[config.mk]
export PLATFORM = sky130hd
export DESIGN_NAME = vital_scan_sequencer
export DESIGN_NICKNAME = d
export VERILOG_FILES = /design/src/rtl/health_pkg.sv /design/src/rtl/rr_arbiter.sv /design/src/rtl/vital_scan_sequencer.sv
export SDC_FILE = /design/constraint.sdc
export NUM_CORES = 1
export LEC_CHECK = 0
export CAP_MARGIN = 40
export CORE_ASPECT_RATIO = 0.5
export CORE_MARGIN = 3
export CORE_UTILIZATION = 43
export CTS_CLUSTER_SIZE = 30
export DETAILED_ROUTE_END_ITERATION = 10
export HOLD_SLACK_MARGIN = 0.06
export PLACE_DENSITY = 0.82
export SLEW_MARGIN = 20
export SYNTH_ARGS = -nofsm -noshare
export SYNTH_HDL_FRONTEND = slang
export SYNTH_SLANG_ARGS = --single-unit
export TNS_END_PERCENT = 100
[constraint.sdc]
create_clock -name clock -period 4.3 [get_ports clock]
set_input_delay 0.43 -clock clock [delete_from_list [all_inputs] [get_ports clock]]
set_output_delay 0.43 -clock clock [all_outputs]
set_load 0.01 [all_outputs]
[src/rtl/health_pkg.sv]
// Shared definitions for the health-monitor resource sequencers: FSM states,
// detector abnormality codes and a severity-max helper.
package health_pkg;

  typedef enum logic [2:0] {
    IDLE   = 3'd0,
    FLUSH  = 3'd1,
    SHIFT  = 3'd2,
    DRAIN  = 3'd3,
    REPORT = 3'd4
  } state_e;

  localparam logic [1:0] ABN_NONE = 2'b00;
  localparam logic [1:0] ABN_LOW  = 2'b01;
  localparam logic [1:0] ABN_MID  = 2'b10;
  localparam logic [1:0] ABN_HIGH = 2'b11;

  // Codes are ordered by severity, so the worst one is the unsigned maximum.
  function automatic logic [1:0] abn_max(input logic [1:0] a, input logic [1:0] b);
    return (a > b) ? a : b;
  endfunction

endpackage

[src/rtl/rr_arbiter.sv]
// Combinational round-robin arbiter: picks the first requester strictly after
// ptr_i (with wrap) and returns it as a one-hot grant plus its index.
module rr_arbiter #(
  parameter int N     = 4,
  parameter int IDX_W = $clog2(N)
) (
  input  logic [N-1:0]     req_i,
  input  logic [IDX_W-1:0] ptr_i,
  output logic [N-1:0]     grant_o,
  output logic [IDX_W-1:0] idx_o,
  output logic             valid_o
);

  logic [IDX_W:0]   sum_s;
  logic [IDX_W-1:0] k_s;
  logic             hit_s;
  logic             found_s;

  // Walk the channels starting just after the pointer; the first hit wins.
  always_comb begin
    grant_o = '0;
    idx_o   = '0;
    found_s = 1'b0;
    sum_s   = '0;
    k_s     = '0;
    hit_s   = 1'b0;
    for (int i = 1; i <= N; i++) begin
      sum_s   = {1'b0, ptr_i} + (IDX_W+1)'(i);
      k_s     = (sum_s >= (IDX_W+1)'(N)) ? IDX_W'(sum_s - (IDX_W+1)'(N)) : IDX_W'(sum_s);
      hit_s   = req_i[k_s] & ~found_s;
      grant_o[k_s] = grant_o[k_s] | hit_s;
      idx_o   = hit_s ? k_s : idx_o;
      found_s = found_s | hit_s;
    end
  end

  assign valid_o = |req_i;

endmodule

[src/rtl/vital_scan_sequencer.sv]
// Time-shares one serial abnormality detector among N_CH patient channels:
// arbitrate, flush detector history, shift a frame MSB-first, report worst code.
module vital_scan_sequencer
  import health_pkg::*;
#(
  parameter int N_CH      = 4,
  parameter int FRAME_W   = 8,
  parameter int FLUSH_LEN = 4,
  parameter int DET_LAT   = 2,
  localparam int CH_W     = $clog2(N_CH)
) (
  input  logic                    clock,
  input  logic                    reset_n,
  input  logic [N_CH-1:0]         req,
  input  logic [N_CH*FRAME_W-1:0] frame_data,
  output logic [N_CH-1:0]         grant,
  output logic                    det_data,
  input  logic [1:0]              det_abn,
  output logic                    res_valid,
  output logic [CH_W-1:0]         res_ch,
  output logic [1:0]              res_code,
  output logic [N_CH-1:0]         alarm,
  input  logic [N_CH-1:0]         alarm_clr,
  output logic                    busy
);

  localparam int CNT_MAX0 = (FLUSH_LEN > FRAME_W) ? FLUSH_LEN : FRAME_W;
  localparam int CNT_MAX  = (CNT_MAX0 > DET_LAT) ? CNT_MAX0 : DET_LAT;
  localparam int CNT_W    = $clog2(CNT_MAX + 1);

  state_e              state_q;
  logic [CNT_W-1:0]    cnt_q;
  logic [FRAME_W-1:0]  shreg_q;
  logic [CH_W-1:0]     ch_q;
  logic [CH_W-1:0]     ptr_q;
  logic [1:0]          worst_q;
  logic [N_CH-1:0]     grant_q;
  logic                det_data_q;
  logic                res_valid_q;
  logic [CH_W-1:0]     res_ch_q;
  logic [1:0]          res_code_q;
  logic                busy_q;
  logic [N_CH-1:0]     alarm_q;
  logic [N_CH-1:0]     alarm_d;
  logic [N_CH-1:0]     alarm_set_s;
  logic [N_CH-1:0]     arb_grant_s;
  logic [CH_W-1:0]     arb_idx_s;
  logic                arb_valid_s;
  logic [FRAME_W-1:0]  frame_sel_s;
  logic [1:0]          worst_next_s;

  rr_arbiter #(.N(N_CH), .IDX_W(CH_W)) u_arb (
    .req_i   (req),
    .ptr_i   (ptr_q),
    .grant_o (arb_grant_s),
    .idx_o   (arb_idx_s),
    .valid_o (arb_valid_s)
  );

  // Mux the winning channel's frame out of the flattened bus.
  always_comb begin
    frame_sel_s = '0;
    for (int k = 0; k < N_CH; k++) begin
      frame_sel_s = frame_sel_s | (frame_data[k*FRAME_W +: FRAME_W] & {FRAME_W{arb_grant_s[k]}});
    end
  end

  assign worst_next_s = abn_max(worst_q, det_abn);

  // Sequencer FSM; every output is registered for the cycle it belongs to.
  always_ff @(posedge clock or negedge reset_n) begin
    if (!reset_n) begin
      state_q     <= IDLE;
      cnt_q       <= '0;
      shreg_q     <= '0;
      ch_q        <= '0;
      ptr_q       <= CH_W'(N_CH - 1);
      worst_q     <= ABN_NONE;
      grant_q     <= '0;
      det_data_q  <= 1'b0;
      res_valid_q <= 1'b0;
      res_ch_q    <= '0;
      res_code_q  <= ABN_NONE;
      busy_q      <= 1'b0;
    end else begin
      grant_q     <= '0;
      res_valid_q <= 1'b0;
      case (state_q)
        IDLE: begin
          det_data_q <= 1'b0;
          if (arb_valid_s) begin
            grant_q <= arb_grant_s;
            ch_q    <= arb_idx_s;
            ptr_q   <= arb_idx_s;
            worst_q <= ABN_NONE;
            cnt_q   <= '0;
            busy_q  <= 1'b1;
            if (FLUSH_LEN == 0) begin
              state_q    <= SHIFT;
              det_data_q <= frame_sel_s[FRAME_W-1];
              shreg_q    <= frame_sel_s << 1;
            end else begin
              state_q <= FLUSH;
              shreg_q <= frame_sel_s;
            end
          end else begin
            state_q <= IDLE;
            busy_q  <= 1'b0;
          end
        end
        FLUSH: begin
          if (cnt_q == CNT_W'(FLUSH_LEN - 1)) begin
            state_q    <= SHIFT;
            det_data_q <= shreg_q[FRAME_W-1];
            shreg_q    <= shreg_q << 1;
            cnt_q      <= '0;
          end else begin
            cnt_q <= cnt_q + CNT_W'(1);
          end
        end
        SHIFT: begin
          worst_q <= worst_next_s;
          if (cnt_q == CNT_W'(FRAME_W - 1)) begin
            state_q    <= DRAIN;
            det_data_q <= 1'b0;
            cnt_q      <= '0;
          end else begin
            det_data_q <= shreg_q[FRAME_W-1];
            shreg_q    <= shreg_q << 1;
            cnt_q      <= cnt_q + CNT_W'(1);
          end
        end
        DRAIN: begin
          worst_q <= worst_next_s;
          if (cnt_q == CNT_W'(DET_LAT - 1)) begin
            state_q     <= REPORT;
            res_valid_q <= 1'b1;
            res_code_q  <= worst_next_s;
            res_ch_q    <= ch_q;
            cnt_q       <= '0;
          end else begin
            cnt_q <= cnt_q + CNT_W'(1);
          end
        end
        REPORT: begin
          state_q <= IDLE;
          busy_q  <= 1'b0;
        end
        default: begin
          state_q    <= IDLE;
          busy_q     <= 1'b0;
          det_data_q <= 1'b0;
          cnt_q      <= '0;
        end
      endcase
    end
  end

  // A report setting an alarm beats a simultaneous clear on the same channel.
  always_comb begin
    alarm_set_s = '0;
    for (int k = 0; k < N_CH; k++) begin
      alarm_set_s[k] = res_valid_q & (res_code_q != ABN_NONE) & (res_ch_q == CH_W'(k));
    end
    alarm_d = (alarm_q & ~alarm_clr) | alarm_set_s;
  end

  // Sticky alarm bank.
  always_ff @(posedge clock or negedge reset_n) begin
    if (!reset_n) begin
      alarm_q <= '0;
    end else begin
      alarm_q <= alarm_d;
    end
  end

  assign grant     = grant_q;
  assign det_data  = det_data_q;
  assign res_valid = res_valid_q;
  assign res_ch    = res_ch_q;
  assign res_code  = res_code_q;
  assign alarm     = alarm_q;
  assign busy      = busy_q;

endmodule

# --- After elaboration in Yosys (flattened, before gate mapping) ---
# Index checks and enable logic that the tools add are counted.
op_classes:
  addsub: 9
  multipliers: 0
  n_div: 0
  magnitude_cmp: 13
  n_eq_ne: 15
  shifts: 0
  n_mux: 61
  bitwise: 30
  n_reduce_logical: 20
ops:
  columns: ["op", "n"]
  rows:
  - ["8-bit AND", 4]
  - ["4-bit two-way mux", 6]
  - ["8-bit two-way mux", 3]
  - ["8-bit bitwise OR", 3]
  - ["8-bit one-hot mux with 3 select lines", 1]
  - ["2-bit two-way mux", 10]
  - ["4-bit one-hot mux with 5 select lines", 1]
  - ["1-bit two-way mux", 18]
  - ["1-bit binary-select mux with 2-bit select", 8]
  - ["4-bit bitwise mux", 3]
  - ["3-bit greater-or-equal comparator (second input constant)", 4]
  - ["2-bit by 3-bit < comparator with 1-bit output (second input constant)", 4]
  - ["3-bit one-hot mux with 4 select lines", 1]
  - ["2-bit != test (second input constant)", 5]
  - ["2-bit AND reduction", 5]
  - ["3-bit two-way mux", 3]
  - ["1-bit AND", 8]
  - ["4-bit AND", 2]
  - ["1-bit demux with 2-bit select", 4]
  - ["2-bit by 1-bit greater-or-equal comparator with 1-bit output (second input constant)", 4]
  - ["2-bit by 1-bit subtractor with 2-bit output (second input constant)", 4]
  - ["2-bit by 2-bit adder with 3-bit output (second input constant)", 2]
  - ["3-bit by 2-bit == test with 1-bit output (second input constant)", 2]
  - ["1-bit bitwise OR", 6]
  - ["other kinds (27)", 37]
totals:
  register_bits: 36
  latch_bits: 0
  mem_bits_rw: 0
  romBits: 0
  elab_cells: 161
  mem_count: 0

# --- Depth between registers and ports, before layout ---
logic_depth:
  depth_word: 26
  mapped_depth: 14
  mapped_depth_nobuf: 10

# --- Hierarchy ---
# Synthesis repeated with hierarchy kept, for this count alone.
hier_totals:
  cells_unflattened: 288
  hier_area_um2: 2663.8
by_module_without_submodules:
  columns: ["module", "n_inst", "cells_per_inst", "area_each_um2"]
  rows:
  - ["vital_scan_sequencer", 1, 199, 1980.6]
  - ["rr_arbiter", 1, 89, 683.2]

# --- Worst setup path before layout ---
# OpenSTA, ideal clock, no wires.
synth_path:
  kind: "reg-to-reg"
  from: "register ptr_q[0]"
  to: "register shreg_q[0]"
  arrival_time_ns: 3.454
  required_ns: 4.168
  setup_slack_ns: 0.714
  stages_incl_launch_ff: 14
  path_buffers: 3
  synth_period_minus_slack_ns: 3.586
  path_cell_list: "dfstp_2 -> buf_6 -> buf_2 -> inv_1 -> ha_1 -> buf_2 -> mux4_1 -> nor3b_4 -> a2111oi_2 -> o41ai_2 -> nor2_1 -> a21oi_2 -> a222oi_1 -> o21ai_1"
synth_between:
  elab_chain_cells: 26
  elab_cells_between_ends: 77
  cone_classes: "add/sub: 8; order compare: 12; mux: 33; bitwise: 20; reduce/logical: 4"
synth_lines:
  columns: ["element", "line", "source"]
  rows:
  - ["start, declared", "vital_scan_sequencer.sv:35", "logic [CH_W-1:0] ptr_q;"]
  - ["start signal, assigned", "vital_scan_sequencer.sv:77", "ptr_q <= CH_W'(N_CH - 1);"]
  - ["start signal, assigned", "vital_scan_sequencer.sv:94", "ptr_q <= arb_idx_s;"]
  - ["2-bit by 1-bit adder with 3-bit output", "rr_arbiter.sv:28", "sum_s = {1'b0, ptr_i} + (IDX_W+1)'(i);"]
  - ["3-bit greater-or-equal comparator or 2-bit by 1-bit subtractor with 2-bit output (tied branches)", "rr_arbiter.sv:29", "k_s = (sum_s >= (IDX_W+1)'(N)) ? IDX_W'(sum_s - (IDX_W+1)'(N)) : IDX_W'(sum_s);"]
  - ["2-bit two-way mux", "rr_arbiter.sv:29", null]
  - ["2-bit by 3-bit < comparator with 1-bit output (implied by the code) or 2-bit by 1-bit greater-or-equal comparator with 1-bit output (tied branches)", "rr_arbiter.sv:31", "grant_o[k_s] = grant_o[k_s] | hit_s;"]
  - ["1-bit logical AND (implied by the code)", "rr_arbiter.sv:31", null]
  - ["1-bit two-way mux (implied by the code)", "rr_arbiter.sv:31", null]
  - ["1-bit demux with 2-bit select", null, null]
  - ["4-bit AND (no line)", null, null]
  - ["(+9 left out)", null, null]
  - ["1-bit two-way mux (implied by the code)", "rr_arbiter.sv:31", null]
  - ["1-bit bitwise OR", "rr_arbiter.sv:31", null]
  - ["4-bit bitwise mux (*)", "rr_arbiter.sv:31", null]
  - ["8-bit AND", "vital_scan_sequencer.sv:64", "frame_sel_s = frame_sel_s | (frame_data[k*FRAME_W +: FRAME_W] & {FRAME_W{arb_grant_s[k]}});"]
  - ["8-bit bitwise OR (2 in series)", "vital_scan_sequencer.sv:64", null]
  - ["8-bit bitwise OR (*)", "vital_scan_sequencer.sv:64", null]
  - ["8-bit two-way mux (*)", "vital_scan_sequencer.sv:91", "if (arb_valid_s) begin"]
  - ["8-bit one-hot mux with 3 select lines (*)", "vital_scan_sequencer.sv:88", "case (state_q)"]
  - ["end signal, assigned", "vital_scan_sequencer.sv:101", "shreg_q <= frame_sel_s << 1;"]
  - ["end signal, assigned", "vital_scan_sequencer.sv:104", "shreg_q <= frame_sel_s;"]
  - ["end signal, assigned", "vital_scan_sequencer.sv:115", "shreg_q <= shreg_q << 1;"]
  - ["end, declared", "vital_scan_sequencer.sv:33", "logic [FRAME_W-1:0] shreg_q;"]
# Mark *: on every way between the ends. The rest lies on a longest branch, timed or not. The select of a mux whose other input is x is not followed.
# A chain may end at the register's enable or synchronous reset.

# --- Final worst setup path ---
layout_path:
  from: "register ptr_q[1]"
  to: "register shreg_q[0]"
# The elaborated chain is that of the path after synthesis.

==> results.txt <==
The clock drives 36 sinks. The clock transition time at the flip-flop clock pins of the worst setup and hold paths came out at about 0.050 ns. Across the routed clock network, the largest skew measured is between 0.003 and 0.004 ns. The number of buffer and inverter instances along the worst setup path came out at 1.

The dominant register cell in the synthesized netlist is sky130_fd_sc_hd__dfrtp_1. The row count is 19. The remaining design rule violation count is 0. The count of nets left with antenna violations after detail routing is 0. between 50 and 60 I/O pins were placed. The reg-to-reg critical path startpoint is ptr_q[1].

The register bit total from synthesis came out at 36. The number of antenna diodes in the final layout is 0. The number of buffers on the longest clock path came out at 2. Timing would allow up to around 260 MHz. The worst hold path startpoint is res_ch[1]. In this design, the stage delay of the slowest critical-path cell is around 0.69 ns. The time the final worst path needs with I/O delays and setup came out at 3.83 ns. When the netlist entered floorplanning its net count stood at between 300 and 400. The latest clock arrival within the worst-skew pair came out at roughly 0.27 ns. The total met2 wirelength after detailed routing came out at about 3400 µm. Setup slack on the worst reg-to-reg path comes out at 0.47 ns. After legalization and detailed placement, the total HPWL measured about 5000 µm. The setup TNS is 0 ns. The share of flip-flops with an asynchronous set or reset is 100%. The number of max-cap violations came out at 0. The kind of path behind the tightest hold check is reg -> reg.

The detailed-route via count is 2,496. The slowest stage of the critical path belongs to the cell sky130_fd_sc_hd__mux4_1. For this configuration, the core starts out at a cell density of approximately 46%. The final RePlAce weighted congestion came out at ~0.86. The worst setup path is of the reg -> reg kind.

The power density of the placed cells came out at approximately 870 nW/µm². The total of cells resized after clock tree synthesis is 0. The number of nets in the finished design came out at 399. The floorplan core area came out at 5660 µm².

The leakage power of the design came out at 1.41 nW. The die width came out at approximately 120 µm. Of all cell types, the one taking the most synthesized area is sky130_fd_sc_hd__dfrtp_1.

The met1 wire length is between 2000 and 3000 µm. At the pin with the least slew margin, the transition time is 0.798 ns. The cell depth of the worst hold path is 1.

The first detailed-routing pass took 5 iterations. Once layout is complete, the cells apart from fillers number 416. The signal arrival time at the worst endpoint came out at around 4.0 ns.

The worst setup path is launched from a flop. In this run the cell area of the synthesized design comes to ~2600 µm². The die extent in y is 61.0 µm. In this run, synthesis inferred 0 flip-flops with an integrated enable. The routed length per placed instance is 16.0 µm. The final cell area excluding filler cells is 3420 µm². The share of Yosys cell area claimed by the top area cell type is 32.8%.

The post-placement cell area came out at roughly 3200 µm². The share of the clock period used by the worst path after layout is 89.1%. Headroom to the max-slew limit came out at 45.4%.

The number of global-route vias before repair is ~2,300. The initial antenna violation count came to 0. The flow ran to the end, and the final reports show no timing, DRC or antenna violations. The end point of the most critical hold path is alarm[1]. The multi-input logic area came out at about 1500 µm². The root buffer cell chosen for the clock tree is sky130_fd_sc_hd__clkbuf_16. By area the synthesized netlist is led by sky130_fd_sc_hd__dfrtp_1 33%, sky130_fd_sc_hd__ha_1 6.3%, sky130_fd_sc_hd__nor2_1 4.8%. The first global-routing pass estimated roughly 11,000 µm of wire.

In this run the critical register-to-register path is captured at shreg_q[0]. The synthesized area per cell is slightly above 9 µm². Wires add up to about 6700 µm. TritonCTS built the clock tree.

The fraction of the yosys area taken by sequential cells is between 30% and 40%. The commonest cells after synthesis are 34 x sky130_fd_sc_hd__dfrtp_1, 33 x sky130_fd_sc_hd__nor2_1, 22 x sky130_fd_sc_hd__inv_1, 21 x sky130_fd_sc_hd__a21oi_1, 20 x sky130_fd_sc_hd__nand2_1. Counting every instance in the synthesized netlist gives about 280. The final number of max-transition violations is 0.

Setup repair after global routing left no endpoint under its margin. The quantity of I/O buffers inserted on ports is a little under 60. The cell total after placement is 406. Of all nets on the critical path, the largest fanout is 10. Once layout is complete, the utilization of the core stands at between 60% and 70%. By instance count, the leading cell after synthesis is sky130_fd_sc_hd__dfrtp_1.

The number of endpoints with negative hold slack in the final report was 0. The layout overhead on the synthesized area is 31.5%. The total setup violations reported at the end of the flow is 0. Entering global routing, the biggest net connects 37 pins. The total global routing track utilization came out at about a fifth. Routed signal wires occupy layers up through met4.

The number of synthesis warnings is 0. The number of CTS-inserted buffers came out at 5. Walking the worst path, the cells encountered are inv_1, ha_1, mux4_1, nor3b_4, a2111oi_2, o41ai_2, nor2_1, a21oi_2, a222oi_1, o21ai_1.

The endpoint required time on the critical path is about 4.4 ns. The full die area is 7070 µm². The worst register-to-register path has a depth of 10. The post-synthesis cell type count is 62.

IR analysis of the VDD net gives a maximum drop of between 0.3 and 0.4 mV. Using the TritonRoute via totals, the vias-per-cell ratio works out to approximately 6. The worst hold slack across all endpoints came out at between 0.5 and 0.6 ns. After global routing the overflow that remains totals 0. The worst setup path is captured at a flop. Summing all flip-flop and latch instances after layout gives ~900 µm².

Broken down by cell family, the worst path's largest delay share belongs to compound AO/OA/AOI/OAI gates. For this block, the initial DRC count from the detailed router was 140. The met3 wirelength from detailed routing is approximately 300 µm.

The number of fill cells is between 400 and 500. The number of H-tree branching levels came out at 2. The ratio of cells with drive above 1 in the final layout came out at 9.91%.
## final cells by class
cell class | count | share of cell area, %
flip-flops and latches | 36 | 26.4
inverters | 22 | 2.42
repair buffers | 66 | 18.9
clock buffers | 8 | 4.29
well taps | 73 | 2.67
multi-input cells | 211 | 45.2
## cell usage in the layout (no fill, tap or decap), types with 5 or more instances in the layout
master / synthesis / layout
sky130_fd_sc_hd__a21oi_1: 21 / 21
sky130_fd_sc_hd__a221oi_1: 10 / 10
sky130_fd_sc_hd__a22oi_1: 9 / 9
sky130_fd_sc_hd__and2_1: 5 / 5
sky130_fd_sc_hd__buf_4: 0 / 5
sky130_fd_sc_hd__clkbuf_16: 0 / 5
sky130_fd_sc_hd__clkdlybuf4s50_1: 0 / 57
sky130_fd_sc_hd__dfrtp_1: 34 / 34
sky130_fd_sc_hd__ha_1: 13 / 13
sky130_fd_sc_hd__inv_1: 22 / 22
sky130_fd_sc_hd__mux2i_1: 8 / 8
sky130_fd_sc_hd__nand2_1: 20 / 20
sky130_fd_sc_hd__nor2_1: 33 / 33
sky130_fd_sc_hd__nor4_1: 6 / 6
sky130_fd_sc_hd__o21ai_0: 11 / 11
sky130_fd_sc_hd__o22ai_1: 6 / 6
## cell families after synthesis
logic type | after synthesis | share of synthesized area, %
buffers and inverters | 36 | 5.73
muxes | 14 | 7.85
xor gates and xnor gates | 1 | 0.337
DFF | 36 | 34.8
adders and majority gates | 13 | 6.26
AOI/OAI and AO/OA | 100 | 29.5
and+or+nand+nor | 83 | 15.6
## through the flow
stage / power (mW) / setup slack, ns
after floorplan: 2.07 / 0.714
after global placement: 2.53 / 0.586
after detailed placement: 2.57 / 0.544
after CTS: 2.95 / 0.497
after global routing: 3.24 / 0.172
final: 2.97 / 0.467
## registers in the layout, summed over array words and instances, names as in the netlist
| signal | cells |
|---|---|
| alarm | 4 |
| busy | 1 |
| ch_q | 2 |
| cnt_q | 4 |
| det_data | 1 |
| grant | 4 |
| ptr_q | 2 |
| res_ch | 2 |
| res_code | 2 |
| res_valid | 1 |
| shreg_q | 8 |
| state_q | 3 |
| worst_q | 2 |
## where the power goes
group | switching, mW | leakage (nW) | internal [mW]
sequential | 0.148 | 0.446 | 0.503
combinational | 1.15 | 0.893 | 0.807
clock | 0.126 | 0.0712 | 0.231
total | 1.43 | 1.41 | 1.54
## worst reg2reg max path, cell delays in order, from the launching register on
cell and delay, ns:
sky130_fd_sc_hd__dfstp_2 0.65, sky130_fd_sc_hd__inv_1 0.18, sky130_fd_sc_hd__ha_1 0.45, sky130_fd_sc_hd__mux4_1 0.69
sky130_fd_sc_hd__nor3b_4 0.23, sky130_fd_sc_hd__a2111oi_2 0.48, sky130_fd_sc_hd__o41ai_2 0.19, sky130_fd_sc_hd__nor2_1 0.15
sky130_fd_sc_hd__a21oi_2 0.15, sky130_fd_sc_hd__a222oi_1 0.43, sky130_fd_sc_hd__o21ai_1 0.10
## per-layer routing
metal	global-route usage, %	vias to the layer above
li1	-	1185
met1	26.3	1232
met2	33.9	75
met3	3.09	4
met4	5.62	0
met5	0	-
## how the worst max path moves through the flow
stage	from	slack (ns)	cells past startpoint	to
floorplan	ptr_q[0]	0.71	13	shreg_q[0]
global placement	ptr_q[1]	0.59	10	shreg_q[0]
detailed placement	ptr_q[1]	0.54	10	shreg_q[0]
CTS	ptr_q[1]	0.50	10	shreg_q[0]
global route	ptr_q[1]	0.17	10	shreg_q[0]
finish	ptr_q[1]	0.47	10	shreg_q[0]
## repair_timing
| action | 4_1_cts | 5_1_grt |
|---|---|---|
| hold buffers | 0 | 1 |
| buffers inserted | 0 | 0 |
| hold endpoints to repair | 0 | 9 |
(Power assumes the default switching activity.)
